## src/rtl/lfsr_pkg.sv

```systemverilog
// Shared definitions for the lfsr_gen pseudo-random source.
//   lfsr_state_e      : controller states (IDLE, BURST, RECOVER)
//   lfsr_default_taps : maximal-length XNOR tap masks for widths 8..16
//   lfsr_next         : one Fibonacci XNOR shift step on a 32-bit container;
//                       callers keep the low WIDTH bits (WIDTH <= 32)
package lfsr_pkg;

    typedef enum logic [1:0] {
        IDLE    = 2'd0,
        BURST   = 2'd1,
        RECOVER = 2'd2
    } lfsr_state_e;

    // Bit i set means ps[i] feeds the XNOR. Widths outside the table get 0,
    // so the instantiating module must then supply its own TAPS.
    function automatic logic [31:0] lfsr_default_taps(input int unsigned width);
        logic [31:0] taps;
        case (width)
            8:       taps = 32'h0000_00B8;
            9:       taps = 32'h0000_0110;
            10:      taps = 32'h0000_0240;
            11:      taps = 32'h0000_0500;
            12:      taps = 32'h0000_0829;
            13:      taps = 32'h0000_100D;
            14:      taps = 32'h0000_2015;
            15:      taps = 32'h0000_6000;
            16:      taps = 32'h0000_D008;
            default: taps = 32'h0000_0000;
        endcase
        return taps;
    endfunction

    // Bits above the register width are zero in ps and taps, so they never
    // disturb the feedback; the shifted-out top bit is dropped by the caller.
    function automatic logic [31:0] lfsr_next(input logic [31:0] ps,
                                              input logic [31:0] taps);
        logic fb;
        fb = ~^(ps & taps);
        return {ps[30:0], fb};
    endfunction

endpackage

```

## src/rtl/lfsr_gen.sv

```systemverilog
// XNOR Fibonacci LFSR with seed load, free-run enable, counted bursts and
// automatic lock-up recovery.
// Ports:
//   clk         : clock, rising edge
//   reset       : asynchronous active-low reset
//   en          : free-run step enable (IDLE only)
//   load        : load seed_in this cycle (highest priority after reset)
//   seed_in     : seed value
//   burst_start : start a counted burst (accepted in IDLE only)
//   burst_len   : number of steps in the burst
//   out         : current register value
//   busy        : high while a burst is in progress
//   done        : one-cycle pulse after a burst completes
//   lockup      : high during the cycle out is all-ones
//
// state   | meaning
// IDLE    | free-run stepping on en, waiting for burst_start
// BURST   | stepping every cycle, cnt counts remaining steps
// RECOVER | register is all-ones; next edge reloads SEED without stepping,
//         | then returns to IDLE or BURST (ret_burst_q)
module lfsr_gen
    import lfsr_pkg::*;
#(
    parameter int unsigned      WIDTH = 10,
    parameter logic [WIDTH-1:0] TAPS  = WIDTH'(lfsr_default_taps(WIDTH)),
    parameter logic [WIDTH-1:0] SEED  = '0,
    parameter int unsigned      CNT_W = 16
) (
    input  logic             clk,
    input  logic             reset,
    input  logic             en,
    input  logic             load,
    input  logic [WIDTH-1:0] seed_in,
    input  logic             burst_start,
    input  logic [CNT_W-1:0] burst_len,
    output logic [WIDTH-1:0] out,
    output logic             busy,
    output logic             done,
    output logic             lockup
);

    lfsr_state_e      state_q, state_d;
    logic [WIDTH-1:0] ps_q, ps_d;
    logic [CNT_W-1:0] cnt_q, cnt_d;
    logic             ret_burst_q, ret_burst_d;
    logic             done_q, done_d;
    logic             lockup_q, lockup_d;
    logic [WIDTH-1:0] ps_step;

    always_ff @(posedge clk or negedge reset) begin
        if (!reset) begin
            state_q     <= IDLE;
            ps_q        <= '0;
            cnt_q       <= '0;
            ret_burst_q <= 1'b0;
            done_q      <= 1'b0;
            lockup_q    <= 1'b0;
        end else begin
            state_q     <= state_d;
            ps_q        <= ps_d;
            cnt_q       <= cnt_d;
            ret_burst_q <= ret_burst_d;
            done_q      <= done_d;
            lockup_q    <= lockup_d;
        end
    end

    always_comb begin
        ps_step     = WIDTH'(lfsr_next(32'(ps_q), 32'(TAPS)));
        ps_d        = ps_q;
        state_d     = state_q;
        cnt_d       = cnt_q;
        ret_burst_d = ret_burst_q;
        done_d      = 1'b0;

        if (load) begin
            ps_d        = seed_in;
            state_d     = IDLE;
            cnt_d       = '0;
            ret_burst_d = 1'b0;
        end else begin
            case (state_q)
                RECOVER: begin
                    // cnt is left untouched so an interrupted burst resumes
                    ps_d        = SEED;
                    state_d     = ret_burst_q ? BURST : IDLE;
                    ret_burst_d = 1'b0;
                end
                BURST: begin
                    ps_d  = ps_step;
                    cnt_d = cnt_q - CNT_W'(1);
                    if (cnt_q == CNT_W'(1)) begin
                        state_d = IDLE;
                        done_d  = 1'b1;
                    end
                end
                IDLE: begin
                    if (burst_start) begin
                        if (burst_len != '0) begin
                            cnt_d   = burst_len;
                            state_d = BURST;
                        end else begin
                            done_d = 1'b1;
                        end
                    end else if (en) begin
                        ps_d = ps_step;
                    end
                end
                default: begin
                    state_d = IDLE;
                end
            endcase
        end

        // All-ones is a fixed point of the XNOR feedback: divert to RECOVER,
        // remembering whether a burst must continue afterwards.
        lockup_d = &ps_d;
        if (lockup_d) begin
            ret_burst_d = (state_d == BURST);
            state_d     = RECOVER;
        end
    end

    always_comb begin
        out    = ps_q;
        done   = done_q;
        lockup = lockup_q;
        busy   = (state_q == BURST) || ((state_q == RECOVER) && ret_burst_q);
    end

endmodule

```

## config.mk

```make
export PLATFORM = sky130hd
export DESIGN_NAME = lfsr_gen
export DESIGN_NICKNAME = d
export VERILOG_FILES = /design/src/rtl/lfsr_pkg.sv /design/src/rtl/lfsr_gen.sv
export SDC_FILE = /design/constraint.sdc
export NUM_CORES = 1
export LEC_CHECK = 0
export ABC_CLOCK_PERIOD_IN_PS = 4000
export CAP_MARGIN = 20
export CELL_PAD_IN_SITES_DETAIL_PLACEMENT = 2
export CELL_PAD_IN_SITES_GLOBAL_PLACEMENT = 2
export CORE_ASPECT_RATIO = 1.2
export CORE_MARGIN = 2
export CORE_UTILIZATION = 32
export DETAILED_ROUTE_END_ITERATION = 12
export PLACE_DENSITY_LB_ADDON = 0.1
export REMOVE_ABC_BUFFERS = 1
export SLEW_MARGIN = 25
export SYNTH_ARGS = -nofsm -noshare
export SYNTH_HDL_FRONTEND = slang
export SYNTH_SLANG_ARGS = --single-unit
```

## constraint.sdc

```tcl
create_clock -name clk -period 4 [get_ports clk]
set_input_delay 0.4 -clock clk [delete_from_list [all_inputs] [get_ports clk]]
set_output_delay 0.4 -clock clk [all_outputs]
set_load 0.05 [all_outputs]
```

# Word level (Yosys, flattened, before mapping)
# Index checks and enable logic that the tools add are counted.
# totals
reg_bits,31
inputBits,31
word_cells,45
out_inout_bits,13
# op_classes
eq_ne,6
n_addsub,1
n_mux,23
reduce_logical,9
# ops
op,n
16-bit 2-to-1 mux,3
16-bit one-hot mux with 2 select lines,1
32-bit XNOR reduction,1
10-bit 2-to-1 mux,3
10-bit one-hot mux with 3 select lines,1
"16-bit by 1-bit == test with 1-bit output, second input constant",1
16-bit nonzero test,1
"16-bit by 1-bit subtractor with 16-bit output, second input constant",1
2-bit 2-to-1 mux,5
10-bit AND reduction,1
1-bit 2-to-1 mux,8
"3-bit != test, second input constant",2
2-bit one-hot mux with 3 select lines,1
3-bit nonzero test,2
"2-bit by 1-bit == test with 1-bit output, second input constant",2
3-bit AND reduction,1
"2-bit == test, second input constant",1
2-bit zero test,1
1-bit one-hot mux with 2 select lines,1
1-bit logical AND,1
1-bit logical OR,1

# Longest topological paths before layout
# depth
ltp_word,7
depth_mapped,9
ltp_nobuf,8

# Worst setup path after synthesis
# OpenSTA, ideal clock, no wires.
# synth_path
path_kind,reg2out
from,register state_q[0]
to,output port busy
arrival_time_ns,1.896
slack_ns,1.704
path_buffers,2
stages_incl_launch_ff,6
path_cell_list,dfrtp_1 buf_6 inv_6 clkbuf_4 nand2_1 o21ai_0
# synth_between
elab_chain_cells,3
# synth_rtl
item,line_no,source
"start, declared",lfsr_gen.sv:42,"lfsr_state_e state_q, state_d;"
"start signal, assigned",lfsr_gen.sv:59,state_q <= state_d;
2-bit == test,lfsr_gen.sv:128,busy = (state_q == BURST) || ((state_q == RECOVER) && ret_burst_q);
1-bit logical AND,lfsr_gen.sv:128,
1-bit logical OR *,lfsr_gen.sv:128,
"end, declared",lfsr_gen.sv:37,"output logic busy,"
# Mark *: on every way between the ends. The rest lies on a longest branch, timed or not.

# Worst setup path after layout
# layout_path
from,register state_q[1]
to,output port busy
# The elaborated chain is that of the path after synthesis.

==> impl_metrics.toml <==
[grt]
grt_usage_pct = 21.3
grt_pass1_vias = 2218
grt_overflow = 0
antenna_found_initial = 0
grt_max_degree = 32
grt_pass1_wl_um = 11700

[worst_setup_path]
end_kind = "primary output"
r2r_slack_ns = 1.53
path_cells = "nand2_1 > o21ai_0 > clkdlybuf4s50_1"
slowest_stage = "dfrtp_1"
start_kind = "flop"
worst-path-buf-inv = 1
path_delay_family = "flip-flops"
crit_path_max_fanout = 24
critPathRequiredTime_ns = 3.60
arrival_ns = 2.46
crit_type = "flop to primary output"
slowest_delay_ns = 1.00

[synthesis]
yosysTopAreaCell = "dfrtp_1"
synthCells = 235
synth_area_leaders = "dfrtp_1 39%, a21oi_1 6.2%, o21ai_1 5.0%"
ys.flop_type = "dfrtp_1"
synth_top_area_share_pct = 38.6
yosys_warnings = 0
ys_types = 40
synthArstFlopShare_pct = 100
synth-seq-area-share_pct = 38.6
syn_area_um2 = 2010
synth_seq_cells = 31
synth.avg_cell_area_um2 = 8.56
synth_edf_count = 0

[placement]
io_buffers = 43
gp_congestion = 0.799
hpwl_um = 5100
placed_cell_area_um2 = 2500

[floorplanning]
core-area_um2 = 6050
die_y_um = 90.8
die_x_um = 76.4
fp.dieArea_um2 = 6940
ios = 44
std_cell_rows = 31
initial_core_util_pct = 33.2

[clock_network]
cts_num_sinks = 31
cts_buffers = 5
cts_hold_buf = 0
clock-root-buffer = "clkbuf_8"
cts_tree = "yes"
htree_levels = 2
post_cts_buffers = 0
cts_buffer_depth = 2
clk_latency_ns = 0.28
clk_pin_slew_ns = 0.07
cts_resized = 0

[route]
route.detailed.wl_per_inst_um = 19.1
vias_per_cell = 5.50
drtIter0Drc = 60
drc = 0
num_vias = 1974
antenna_left = 0
drt_first_pass_iters = 4
wl_um = 6850

[sta]
fin_crit_ns = 2.86
fin_worst_skew_ns = 0.00714
post-route-period-util_pct = 71.4
slew_violations = 0
setup_viol = 0
tightest_slew_ns = 0.999
max-slew-margin-rel_pct = 33.4
hold_ws_ns = 0.515
finalHoldViolCount = 0
setup_tns_ns = 0
max_freq_mhz = 350
rsz0062_at_grt = "false"

[run]
max_cap_viol_count = 0

[power]
power_density_nw_per_um2 = 375
ir_worst_vdd_mv = 0.189
leakagePower_nw = 1.02

[layout]
layout-drive-gt1-share_pct = 9.75
multi_input_area_um2 = 1110
seqCellArea_um2 = 776
nFillCells = 711
area_delta_synth_final_pct = 28.4
diodes = 0
final_area_um2 = 2580
fin_nets = 309
utilization_pct = 42.7

[status]
status = "completed"

[min_path]
min_path_type = "flop to flop"
==> layout make-up <==
cell class                 count  share of cell area (%)
clock buffer                   7                    2.96
clock inverter                 1                   0.194
inverter                      11                    1.79
multi-input combinational    179                    42.9
sequential                    31                    30.1
tap                           82                    3.97
timing repair buffer          48                    18.1
==> cells in the final DEF (no fill, tap or decap), types with 6 or more instances in the layout <==
| master | netlist | final |
|---|---|---|
| nor3_1 | 12 | 12 |
| clkdlybuf4s50_1 | 0 | 43 |
| a21oi_1 | 25 | 25 |
| o21ai_0 | 12 | 12 |
| nand2_1 | 8 | 8 |
| a31oi_1 | 8 | 8 |
| mux2i_1 | 7 | 7 |
| o21ai_1 | 20 | 20 |
| o22ai_1 | 7 | 7 |
| inv_1 | 10 | 10 |
| mux2_2 | 6 | 6 |
| nor2_1 | 24 | 23 |
| dfrtp_1 | 31 | 31 |
| nor4_1 | 11 | 11 |
==> registers in the layout, summed over array words and instances, names as in the netlist <==
signal       count
out             10
cnt_q           16
ret_burst_q      1
done             1
lockup           1
state_q          2
==> worst paths after layout <==
path | cells after the start | end | startpoint
setup / recovery | 3 | busy | state_q[1]
hold / removal | 2 | cnt_q[12] | cnt_q[12]
setup reg to reg | 7 | ret_burst_q | state_q[1]
hold reg to reg | 2 | cnt_q[12] | cnt_q[12]
max in group asynchronous | 2 | out[7] | reset
min in group asynchronous | 2 | cnt_q[9] | reset
==> Yosys cell counts, types with 2 or more instances <==
| library cell | instances |
|---|---|
| mux2i_1 | 7 |
| nor4_1 | 11 |
| o21ai_0 | 12 |
| nor3_2 | 3 |
| nor3b_1 | 3 |
| ha_1 | 2 |
| a221oi_1 | 4 |
| dfrtp_1 | 31 |
| nand3_1 | 3 |
| nor2_1 | 24 |
| o21ai_1 | 20 |
| a31oi_1 | 8 |
| or3_4 | 2 |
| inv_1 | 10 |
| a21oi_1 | 25 |
| nand2b_1 | 2 |
| buf_6 | 3 |
| clkbuf_1 | 8 |
| mux2_2 | 6 |
| nand2_1 | 8 |
| nand4_1 | 3 |
| and3b_1 | 5 |
| o22ai_1 | 7 |
| nor3_1 | 12 |
==> per-stage QoR <==
stage | setup slack, ns | power, mW | instances
finish | 1.14 | 0.969 | 359
detailed placement | 1.24 | 0.736 | 351
floorplan | 1.17 | 0.591 | 221
global route | 1.00 | 1.03 | 359
global placement | 1.40 | 0.727 | 351
CTS | 1.15 | 0.983 | 359
==> kinds of logic after synthesis <==
kind of cell             synth area share [%]
AO/OA/AOI/OAI                            23.1
buffers and inverters                    6.47
adder cells (fa/ha/maj)                  1.24
flip-flops                               38.6
multiplexers                             6.84
AND/OR/NAND/NOR                          23.3
XOR/XNOR                                0.436
==> report_power, final <==
group | total (mW) | leakage [nW] | internal [mW] | switching, mW
clock | 0.243 | 0.0422 | 0.122 | 0.121
combinational | 0.334 | 0.584 | 0.134 | 0.200
sequential | 0.391 | 0.397 | 0.346 | 0.0457
==> layer usage <==
layer,vias to the layer above,global-route usage (%),routed length (um)
met5,-,0,0
li1,955,-,-
met1,986,25.2,2910
met2,31,39.6,3720
met4,0,4.70,24
met3,2,3.90,184
==> worst reg2reg max path, stage by stage (launching register included) <==
cell and delay (ns):
dfrtp_1 1.00, nand2_1 0.11, a21bo_1 0.28, a221oi_1 0.10
a21oi_1 0.23, nand4_1 0.25, nor3_4 0.23, mux2i_1 0.20
(Power assumes the default switching activity.)
